File: config.mk
export PLATFORM = sky130hd
export DESIGN_NAME = pifo_min_sched
export DESIGN_NICKNAME = d
export VERILOG_FILES = /design/src/rtl/pifo_pkg.sv /design/src/rtl/pifo_min_stage.sv /design/src/rtl/pifo_min_sched.sv
export SDC_FILE = /design/constraint.sdc
export NUM_CORES = 1
export LEC_CHECK = 0
export CAP_MARGIN = 10
export CORE_UTILIZATION = 61
export DETAILED_ROUTE_END_ITERATION = 12
export GPL_TIMING_DRIVEN = 0
export PLACE_DENSITY_LB_ADDON = 0.1
export SETUP_SLACK_MARGIN = 0.2
export SYNTH_ARGS = -nofsm -noshare
export SYNTH_HDL_FRONTEND = slang
export SYNTH_SLANG_ARGS = --single-unit
export TNS_END_PERCENT = 5
File: constraint.sdc
create_clock -name axis_aclk -period 3.3 [get_ports axis_aclk]
set_input_delay 0.66 -clock axis_aclk [delete_from_list [all_inputs] [get_ports axis_aclk]]
set_output_delay 0.66 -clock axis_aclk [all_outputs]
set_load 0.03 [all_outputs]
File: src/rtl/pifo_pkg.sv
// pifo_pkg: shared definitions for the PIFO minimum scheduler.
//   - FSM state encoding (IDLE / REDUCE / DONE)
//   - levels_for(): number of pairwise-min passes needed for n entries
//   - entry_t: (rank, slot index, valid) record at the default widths
package pifo_pkg;

  localparam logic [1:0] ST_IDLE   = 2'd0;
  localparam logic [1:0] ST_REDUCE = 2'd1;
  localparam logic [1:0] ST_DONE   = 2'd2;

  localparam int DEF_DATA_WIDTH = 16;
  localparam int DEF_IDX_WIDTH  = 3;

  typedef struct packed {
    logic [DEF_DATA_WIDTH-1:0] data;
    logic [DEF_IDX_WIDTH-1:0]  idx;
    logic                      valid;
  } entry_t;

  function automatic int levels_for(input int n);
    return $clog2(n);
  endfunction

endpackage

File: src/rtl/pifo_min_stage.sv
// pifo_min_stage: one combinational pairwise-min pass.
//   in_*  : N elements (rank, slot index, valid)
//   out_* : N/2 elements, out[j] = min(in[2j], in[2j+1])
// Both valid: smaller rank wins, equal ranks keep the lower position.
// One valid: that one wins. Neither valid: out_valid=0.
module pifo_min_stage #(
  parameter int N          = 8,
  parameter int DATA_WIDTH = 16,
  parameter int IDX_WIDTH  = 3
) (
  input  logic [N-1:0][DATA_WIDTH-1:0]   in_data,
  input  logic [N-1:0][IDX_WIDTH-1:0]    in_idx,
  input  logic [N-1:0]                   in_valid,
  output logic [N/2-1:0][DATA_WIDTH-1:0] out_data,
  output logic [N/2-1:0][IDX_WIDTH-1:0]  out_idx,
  output logic [N/2-1:0]                 out_valid
);

  always_comb begin
    out_data  = '0;
    out_idx   = '0;
    out_valid = '0;
    for (int j = 0; j < N/2; j++) begin
      // Upper element only wins when it is strictly better; ties stay low.
      if (in_valid[2*j+1] && (!in_valid[2*j] || (in_data[2*j+1] < in_data[2*j]))) begin
        out_data[j] = in_data[2*j+1];
        out_idx[j]  = in_idx[2*j+1];
      end else begin
        out_data[j] = in_data[2*j];
        out_idx[j]  = in_idx[2*j];
      end
      out_valid[j] = in_valid[2*j] | in_valid[2*j+1];
    end
  end

endmodule

File: src/rtl/pifo_min_sched.sv
// pifo_min_sched: register-based PIFO that returns the minimum-rank entry.
//   axis_aclk / axis_resetn : clock, async active-low reset
//   ins_valid/ins_ready/ins_data : insert a rank into the lowest free slot
//   rem_valid/rem_ready          : start a minimum search
//   res_valid/res_data/res_idx/res_empty : one-cycle result strobe
//   count / full / empty          : occupancy
//
// state  | meaning
// IDLE   | accepting inserts and removes
// REDUCE | stage vector halved once per cycle, LEVELS cycles
// DONE   | result strobe; winner slot freed on exit
module pifo_min_sched
  import pifo_pkg::*;
#(
  parameter int REG_WIDTH  = 8,
  parameter int IDX_WIDTH  = 3,
  parameter int DATA_WIDTH = 16
) (
  input  logic                  axis_aclk,
  input  logic                  axis_resetn,
  input  logic                  ins_valid,
  output logic                  ins_ready,
  input  logic [DATA_WIDTH-1:0] ins_data,
  input  logic                  rem_valid,
  output logic                  rem_ready,
  output logic                  res_valid,
  output logic [DATA_WIDTH-1:0] res_data,
  output logic [IDX_WIDTH-1:0]  res_idx,
  output logic                  res_empty,
  output logic [IDX_WIDTH:0]    count,
  output logic                  full,
  output logic                  empty
);

  localparam int LEVELS = levels_for(REG_WIDTH);

  logic [1:0]                           state_q;
  logic [IDX_WIDTH-1:0]                 lvl_cnt;
  logic [REG_WIDTH-1:0][DATA_WIDTH-1:0] ent_data;
  logic [REG_WIDTH-1:0]                 ent_valid;
  logic [IDX_WIDTH:0]                   count_q;

  logic [REG_WIDTH-1:0][DATA_WIDTH-1:0]   st_data;
  logic [REG_WIDTH-1:0][IDX_WIDTH-1:0]    st_idx;
  logic [REG_WIDTH-1:0]                   st_valid;
  logic [REG_WIDTH/2-1:0][DATA_WIDTH-1:0] min_data;
  logic [REG_WIDTH/2-1:0][IDX_WIDTH-1:0]  min_idx;
  logic [REG_WIDTH/2-1:0]                 min_valid;

  logic [IDX_WIDTH-1:0] free_idx;
  logic                 ins_fire;
  logic                 rem_fire;
  logic                 last_level;

  assign count      = count_q;
  assign full       = (count_q == (IDX_WIDTH+1)'(REG_WIDTH));
  assign empty      = (count_q == '0);
  assign ins_ready  = (state_q == ST_IDLE) && !full;
  assign rem_ready  = (state_q == ST_IDLE);
  assign ins_fire   = ins_valid && ins_ready;
  assign rem_fire   = rem_valid && rem_ready;
  assign last_level = (lvl_cnt == IDX_WIDTH'(LEVELS-1));

  // Lowest-index free slot; only meaningful when not full.
  always_comb begin
    free_idx = '0;
    for (int i = REG_WIDTH-1; i >= 0; i--) begin
      if (!ent_valid[i]) free_idx = IDX_WIDTH'(i);
    end
  end

  pifo_min_stage #(
    .N          (REG_WIDTH),
    .DATA_WIDTH (DATA_WIDTH),
    .IDX_WIDTH  (IDX_WIDTH)
  ) u_stage (
    .in_data   (st_data),
    .in_idx    (st_idx),
    .in_valid  (st_valid),
    .out_data  (min_data),
    .out_idx   (min_idx),
    .out_valid (min_valid)
  );

  always_ff @(posedge axis_aclk or negedge axis_resetn) begin
    if (!axis_resetn) begin
      state_q   <= ST_IDLE;
      lvl_cnt   <= '0;
      st_data   <= '0;
      st_idx    <= '0;
      st_valid  <= '0;
      res_valid <= 1'b0;
      res_data  <= '0;
      res_idx   <= '0;
      res_empty <= 1'b0;
    end else begin
      case (state_q)
        ST_IDLE: begin
          if (rem_fire) begin
            // Snapshot excludes a same-edge insert (ent_* not yet updated).
            st_data  <= ent_data;
            st_valid <= ent_valid;
            for (int i = 0; i < REG_WIDTH; i++) st_idx[i] <= IDX_WIDTH'(i);
            lvl_cnt  <= '0;
            state_q  <= ST_REDUCE;
          end
        end
        ST_REDUCE: begin
          st_data[REG_WIDTH/2-1:0]          <= min_data;
          st_idx[REG_WIDTH/2-1:0]           <= min_idx;
          st_valid[REG_WIDTH/2-1:0]         <= min_valid;
          st_data[REG_WIDTH-1:REG_WIDTH/2]  <= '0;
          st_idx[REG_WIDTH-1:REG_WIDTH/2]   <= '0;
          st_valid[REG_WIDTH-1:REG_WIDTH/2] <= '0;
          lvl_cnt <= lvl_cnt + 1'b1;
          if (last_level) begin
            // Result registers hold after the strobe until the next search.
            res_valid <= 1'b1;
            res_data  <= min_data[0];
            res_idx   <= min_idx[0];
            res_empty <= !min_valid[0];
            state_q   <= ST_DONE;
          end
        end
        ST_DONE: begin
          res_valid <= 1'b0;
          state_q   <= ST_IDLE;
        end
        default: begin
          res_valid <= 1'b0;
          state_q   <= ST_IDLE;
        end
      endcase
    end
  end

  // Inserts only happen in IDLE and frees only on DONE exit, so the
  // count never moves both ways on the same edge.
  always_ff @(posedge axis_aclk or negedge axis_resetn) begin
    if (!axis_resetn) begin
      ent_data  <= '0;
      ent_valid <= '0;
      count_q   <= '0;
    end else begin
      if (ins_fire) begin
        ent_data[free_idx]  <= ins_data;
        ent_valid[free_idx] <= 1'b1;
        count_q             <= count_q + 1'b1;
      end else if ((state_q == ST_DONE) && !res_empty) begin
        ent_valid[res_idx] <= 1'b0;
        count_q            <= count_q - 1'b1;
      end
    end
  end

endmodule

# Yosys cells after proc, flatten, opt, wreduce, memory -nomap -nowiden
# Index checks and enable logic that the tools add are counted.
dict set report word_totals {
  ram_bits 0
  word_cells 127
  rom_bits 0
  memories 0
  in_bits 20
  latchBits 0
  ff_bits 326
}
dict set report op_classes {
  eq_ne 6
  shifts 0
  n_reduce_logical 29
  div_mod_pow 0
  n_bitwise 8
  mul 0
  n_mux 40
  n_lt_le_gt_ge 8
  n_addsub 3
}
# op n
set op_table {}
lappend op_table {{$pmux 128 s2} 1}
lappend op_table {{$bwmux 128} 1}
lappend op_table {{$mux 128} 1}
lappend op_table {{$mux 16} 5}
lappend op_table {{$lt 16x16->1} 4}
lappend op_table {{$demux 16 s3} 1}
lappend op_table {{$pmux 24 s2} 1}
lappend op_table {{$mux 3} 13}
lappend op_table {{$mux 24} 1}
lappend op_table {{$mux 8} 3}
lappend op_table {{$pmux 8 s2} 1}
lappend op_table {{$logic_and 1x1->1} 10}
lappend op_table {{$and 8x8->8} 1}
lappend op_table {{$lt 3x4->1 const B} 2}
lappend op_table {{$mux 4} 2}
lappend op_table {{$not 8->8} 1}
lappend op_table {{$or 8x8->8} 1}
lappend op_table {{$reduce_and 2->1} 4}
lappend op_table {{$logic_not 1->1} 7}
lappend op_table {{$demux 1 s3} 2}
lappend op_table {{$ge 3x1->1 const B} 2}
lappend op_table {{$pmux 3 s2} 1}
lappend op_table {{$add 4x1->4 const B} 1}
lappend op_table {{$eq 4x4->1 const B} 1}
lappend op_table {{other kinds (17)} 27}

# Logic depth before layout (Yosys ltp)
dict set report depth {
  depth_word 14
  mapped_depth 10
  mapped_depth_nobuf 10
}

# Modules after synthesis
# A second synthesis with hierarchy kept.
dict set report unflattened {
  cells_unflattened 1317
  area_unflattened_um2 14904.3
}
# mod n_inst seq_area_each_um2 area_per_inst_um2 cells_each
set modules_own_cells {}
lappend modules_own_cells {pifo_min_sched 1 7882.6 12351.8 1007}
lappend modules_own_cells {pifo_min_stage 1 0.0 2552.4 310}

# Least setup slack after synthesis
# Ideal clock, no wire load.
dict set report synth_timing {
  path_kind {register to register}
  startpoint {register count_q[0], in the netlist count[0]}
  endpoint {register count_q[3], in the netlist count[3]}
  path_slack_ns 0.485
  t_arrival_ns 2.681
  path_buffers 0
  required_time_ns 3.166
  period_less_slack_ns 2.815
  stages_incl_launch_ff 11
  path_cell_list {dfrtp_1 nor4b_2 nor3_4 and2_4 inv_4 ha_1 a21o_1 a21oi_1 nor2_1 a21oi_1 xnor2_1}
}
dict set report synth_between {
  elab_chain_len 5
  elab_cells_between_ends 9
}
# item line
set synth_rtl {}
lappend synth_rtl {{start, declared} pifo_min_sched.sv:41} ;# logic [IDX_WIDTH:0] count_q;
lappend synth_rtl {{start signal, assigned} pifo_min_sched.sv:148} ;# count_q <= count_q + 1'b1;
lappend synth_rtl {{start signal, assigned} pifo_min_sched.sv:151} ;# count_q <= count_q - 1'b1;
lappend synth_rtl {{$eq 4x4->1 *} pifo_min_sched.sv:56} ;# assign full = (count_q == (IDX_WIDTH+1)'(REG_WIDTH));
lappend synth_rtl {{via full} pifo_min_sched.sv:31} ;# output logic full,
lappend synth_rtl {{$logic_not 1->1 *} pifo_min_sched.sv:58} ;# assign ins_ready = (state_q == ST_IDLE) && !full;
lappend synth_rtl {{$logic_and 1x1->1 *} pifo_min_sched.sv:58}
lappend synth_rtl {{via ins_ready} pifo_min_sched.sv:22} ;# output logic ins_ready,
lappend synth_rtl {{$logic_and 1x1->1 *} pifo_min_sched.sv:60} ;# assign ins_fire = ins_valid && ins_ready;
lappend synth_rtl {{$mux 4 or $reduce_bool 2->1 (tied branches)} -}
# The timed path passes the listed nets; every way through them passes the cells marked *. The select of a mux whose other input is x is not followed.
# A chain may end at the register's enable or synchronous reset.

# Worst setup path in the final report
dict set report layout_timing {
  startpoint {register state_q[0]}
  endpoint {register st_data[15] (netlist name)}
}
dict set report layout_between {
  elab_chain_len 4
  elab_cells_between_ends 7
}
# item line
set layout_rtl {}
lappend layout_rtl {{start, declared} pifo_min_sched.sv:37} ;# logic [1:0] state_q;
lappend layout_rtl {{start signal, assigned} pifo_min_sched.sv:87} ;# state_q <= ST_IDLE;
lappend layout_rtl {{start signal, assigned} pifo_min_sched.sv:105} ;# state_q <= ST_REDUCE;
lappend layout_rtl {{start signal, assigned} pifo_min_sched.sv:122} ;# state_q <= ST_DONE;
lappend layout_rtl {{$logic_not 2->1} {pifo_min_sched.sv:59, pifo_min_sched.sv:97}}
lappend layout_rtl {{$logic_and 1x1->1} pifo_min_sched.sv:61} ;# assign rem_fire = rem_valid && rem_ready;
lappend layout_rtl {{$ne 2x1->1 (no line)} -}
lappend layout_rtl {{$reduce_and 2->1 (no line)} -}
lappend layout_rtl {{end signal, assigned} pifo_min_sched.sv:101} ;# st_data <= ent_data;
lappend layout_rtl {{end signal, assigned by index} pifo_min_sched.sv:109} ;# st_data[REG_WIDTH/2-1:0] <= min_data;
lappend layout_rtl {{end, declared} pifo_min_sched.sv:43} ;# logic [REG_WIDTH-1:0][DATA_WIDTH-1:0] st_data;
# Parallel ways exist; a longest one is shown, timed or not.

==> reports/results.txt <==
multi-input gate area in the final layout = 6111 um2
GP Congestion = 0.9174
setup bufs post-CTS = 0
Worst EP arrival = 3.39 ns
# IOs = 49
Port Buffers = 47
1st-iter DRT viols = 842
DIE WIDTH = 156.5 um
Final WS setup = 0.3325 ns
Post-Syn Area = 14560 um2
most numerous cell in the Yosys netlist = dfrtp_1
antenna viol nets, final = 0
CTS Hold Buffers Added = 0
fraction of layout cells with a size suffix above 1 = 0.1420
Gate Count Post-Synth = 1313
leakage = 7.569 nW
yosys warns = 0
clk slew on worst S/H paths = 0.06 ns
Int Pwr = 11.32 mW
CP Capture Type = register
core area = 23400 um2
DP Area = 15480 um2
Inserted Clock Buffers = 34
global route overflow = 0
Finished Core Util = 0.7140
share of Yosys cell area claimed by the top area cell type = 0.5381
largest net degree at the start of global routing = 124
Rows = 56
Crit Path Class = reg -> reg
Peak VDD IR = 0.0007020 V
Max-Cap Viols = 0
Clock Path Buffers = 3
Worst-Skew Late Latency = 0.51 ns
most common flop cell mapped by yosys = dfrtp_1
RSZ-0062 raised after global routing = false
Avg WL per Cell = 21.71 um
Fin. Hold Viols = 0
Crit Path Max Fanout = 10
Async SR Flop Fraction = 1.000
net count reported at finish = 1483
FILL cells = 1721
cts repair resizes = 0
outcome = completed
power share of the clock group = 0.214
Synth-to-Final Area Change = 14.79%
worst rel slew slack = 0.3125
Setup Viol. Count Final = 0
H-tree depth = 2
GR Util All Layers = 0.3237
Yosys reg bits = 313
Die H = 156.5 um
HPWL Detailed = 27.47 mm
die area = 24480 um2
CTS Root Cell = clkbuf_16
Residual DRC = 0
register area = 7833 um2
Total Neg Setup Slack = 0 ns
post-route minimum period = 2.968 ns
CP required = 3.72 ns
antenna fix cells = 0
dpl ws = 0.1372 ns
Clock Skews = 0.007624 ns
Tcrit/Tclk final = 0.8993
fmax = 0.3370 GHz
total number of vias = 10770
initial antenna violation count = 1
Post-synth EDFFs = 0
Post-synth top cells = dfrtp_1, nand2_1, o21ai_0, mux2_2, inv_1
Post-Route WL = 37.83 mm
Yosys cell types = 63
power density over the cells = 1139 nW/um2
Yosys top cell by area = dfrtp_1
Vias/cell = 6.182
post-route cell area = 16710 um2
Seq/Total Area, Yosys = 0.5381
drt first pass iters = 5
Starting Density = 0.6220
top cells by area, synth = dfrtp_1, mux2_2, ha_1, o21ai_0, nand2_1
TritonCTS clock tree = done
Sink Count = 313
syn_area_per_cell = 11.09 um2
Net Sw Power = 7.709 mW
Slew @ Worst Pin = 1.022 ns
Gate power share = 0.429
vias in the first global route = 10870
Flop pwr share = 0.357
first-pass GRT wire length = 59.63 mm
CP Launch Type = register
Max Transition Viols Final = 0
min-delay worst type = in -> async
Synthesized Nets = 1398
Net Sw Frac = 0.4050
## cell families (layout without fill, tap and decap cells)
| logic type | Yosys count | after routing | share of synthesized area |
|---|---|---|---|
| simple gates | 275 | 275 | 0.08785 |
| xor+xnor | 3 | 3 | 0.001806 |
| compound gates | 354 | 354 | 0.1606 |
| fa+ha+maj | 65 | 65 | 0.05639 |
| mux | 148 | 148 | 0.1129 |
| buf+inv | 155 | 265 | 0.04238 |
| flops | 313 | 313 | 0.5381 |
## final timing paths
path,from,slack (ns),end,cells past startpoint
max,state_q[0]$_DFFE_PN0P_,0.33,st_data[15]$_DFFE_PN0P_,7
min,axis_resetn,0.11,res_idx[0]$_DFFE_PN0P_,1
max reg2reg,state_q[0]$_DFFE_PN0P_,0.33,st_data[15]$_DFFE_PN0P_,7
min reg2reg,res_data[1]$_DFFE_PN0P_,0.47,res_data[1]$_DFFE_PN0P_,2
max in group asynchronous,axis_resetn,2.19,ent_data[121]$_DFFE_PN0P_,2
min in group axis_aclk,res_data[1]$_DFFE_PN0P_,0.47,res_data[1]$_DFFE_PN0P_,2
## area by class of cell
type	count	area share
flip-flops and latches	313	0.4688
clock inverters	10	0.008986
well taps	319	0.02389
inverters	80	0.01812
plain buffers	75	0.01880
clock buffers	51	0.06395
repair buffers	49	0.03175
multi-input cells	845	0.3657
## registers in the layout, indices dropped and copies added, names as in the netlist, 2 cells and up
signal and cells:
count 4, ent_data 128, ent_valid 8, lvl_cnt 3
res_data 16, res_idx 3, st_data 128, st_idx 11
st_valid 8, state_q 2
## worst max-delay path: stages, from the launching register on
cell and delay [ns]:
dfrtp_1 0.36, buf_2 0.19, nor2_1 0.25, and2_0 0.51, clkbuf_1 0.48, buf_1 0.76
nand2_1 0.20, o221ai_1 0.11
## routing by layer
| metal | GRT usage | vias up | routed length, um |
|---|---|---|---|
| met4 | 0.1144 | 0 | 1056 |
| met5 | 0 | - | 0 |
| met2 | 0.5425 | 387 | 18410 |
| li1 | - | 4956 | - |
| met3 | 0.06037 | 64 | 2526 |
| met1 | 0.4224 | 5362 | 15830 |
## metrics by stage
stage	hold WS [ns]	instances	power (mW)
2_1_floorplan	0.3644	1313	12.19
3_3_place_gp	0.4505	1679	14.54
3_5_place_dp	0.4597	1681	14.86
4_1_cts	0.1410	1742	18.98
5_1_grt	0.1596	1742	20.22
6_report	0.1090	1742	19.03
## power by group through the flow
| stage | sequential, mW | clock [mW] | combinational, mW |
|---|---|---|---|
| after floorplan | 6.58 | 0 | 5.61 |
| after global placement | 6.73 | 0 | 7.80 |
| after detailed placement | 6.79 | 0 | 8.07 |
| after CTS | 6.75 | 4.10 | 8.14 |
| after global routing | 6.96 | 4.25 | 9.01 |
| final | 6.79 | 4.07 | 8.17 |
## layout by cell type, fill, tap and decap left out, types with 4 or more instances in the layout
| cell type | instances |
|---|---|
| dfrtp_1 | 313 |
| nand2_1 | 114 |
| o21ai_0 | 111 |
| mux2_2 | 109 |
| inv_1 | 78 |
| ha_1 | 64 |
| nor2_1 | 62 |
| clkbuf_1 | 57 |
| o22ai_1 | 53 |
| clkdlybuf4s50_1 | 46 |
| nand3_1 | 41 |
| a22o_1 | 40 |
| clkbuf_16 | 37 |
| a31oi_1 | 36 |
| a21oi_1 | 28 |
| o221ai_1 | 24 |
| mux2_1 | 20 |
| mux2i_1 | 19 |
| a211oi_1 | 16 |
| o2111ai_1 | 16 |
| buf_2 | 11 |
| nor3_1 | 11 |
| buf_1 | 9 |
| nand2b_1 | 9 |
| clkbuf_8 | 9 |
| nand4_1 | 8 |
| nor2b_1 | 7 |
| a21o_1 | 6 |
| clkinv_2 | 6 |
| bufinv_16 | 4 |
No activity file was read; power rests on OpenSTA's default activity.
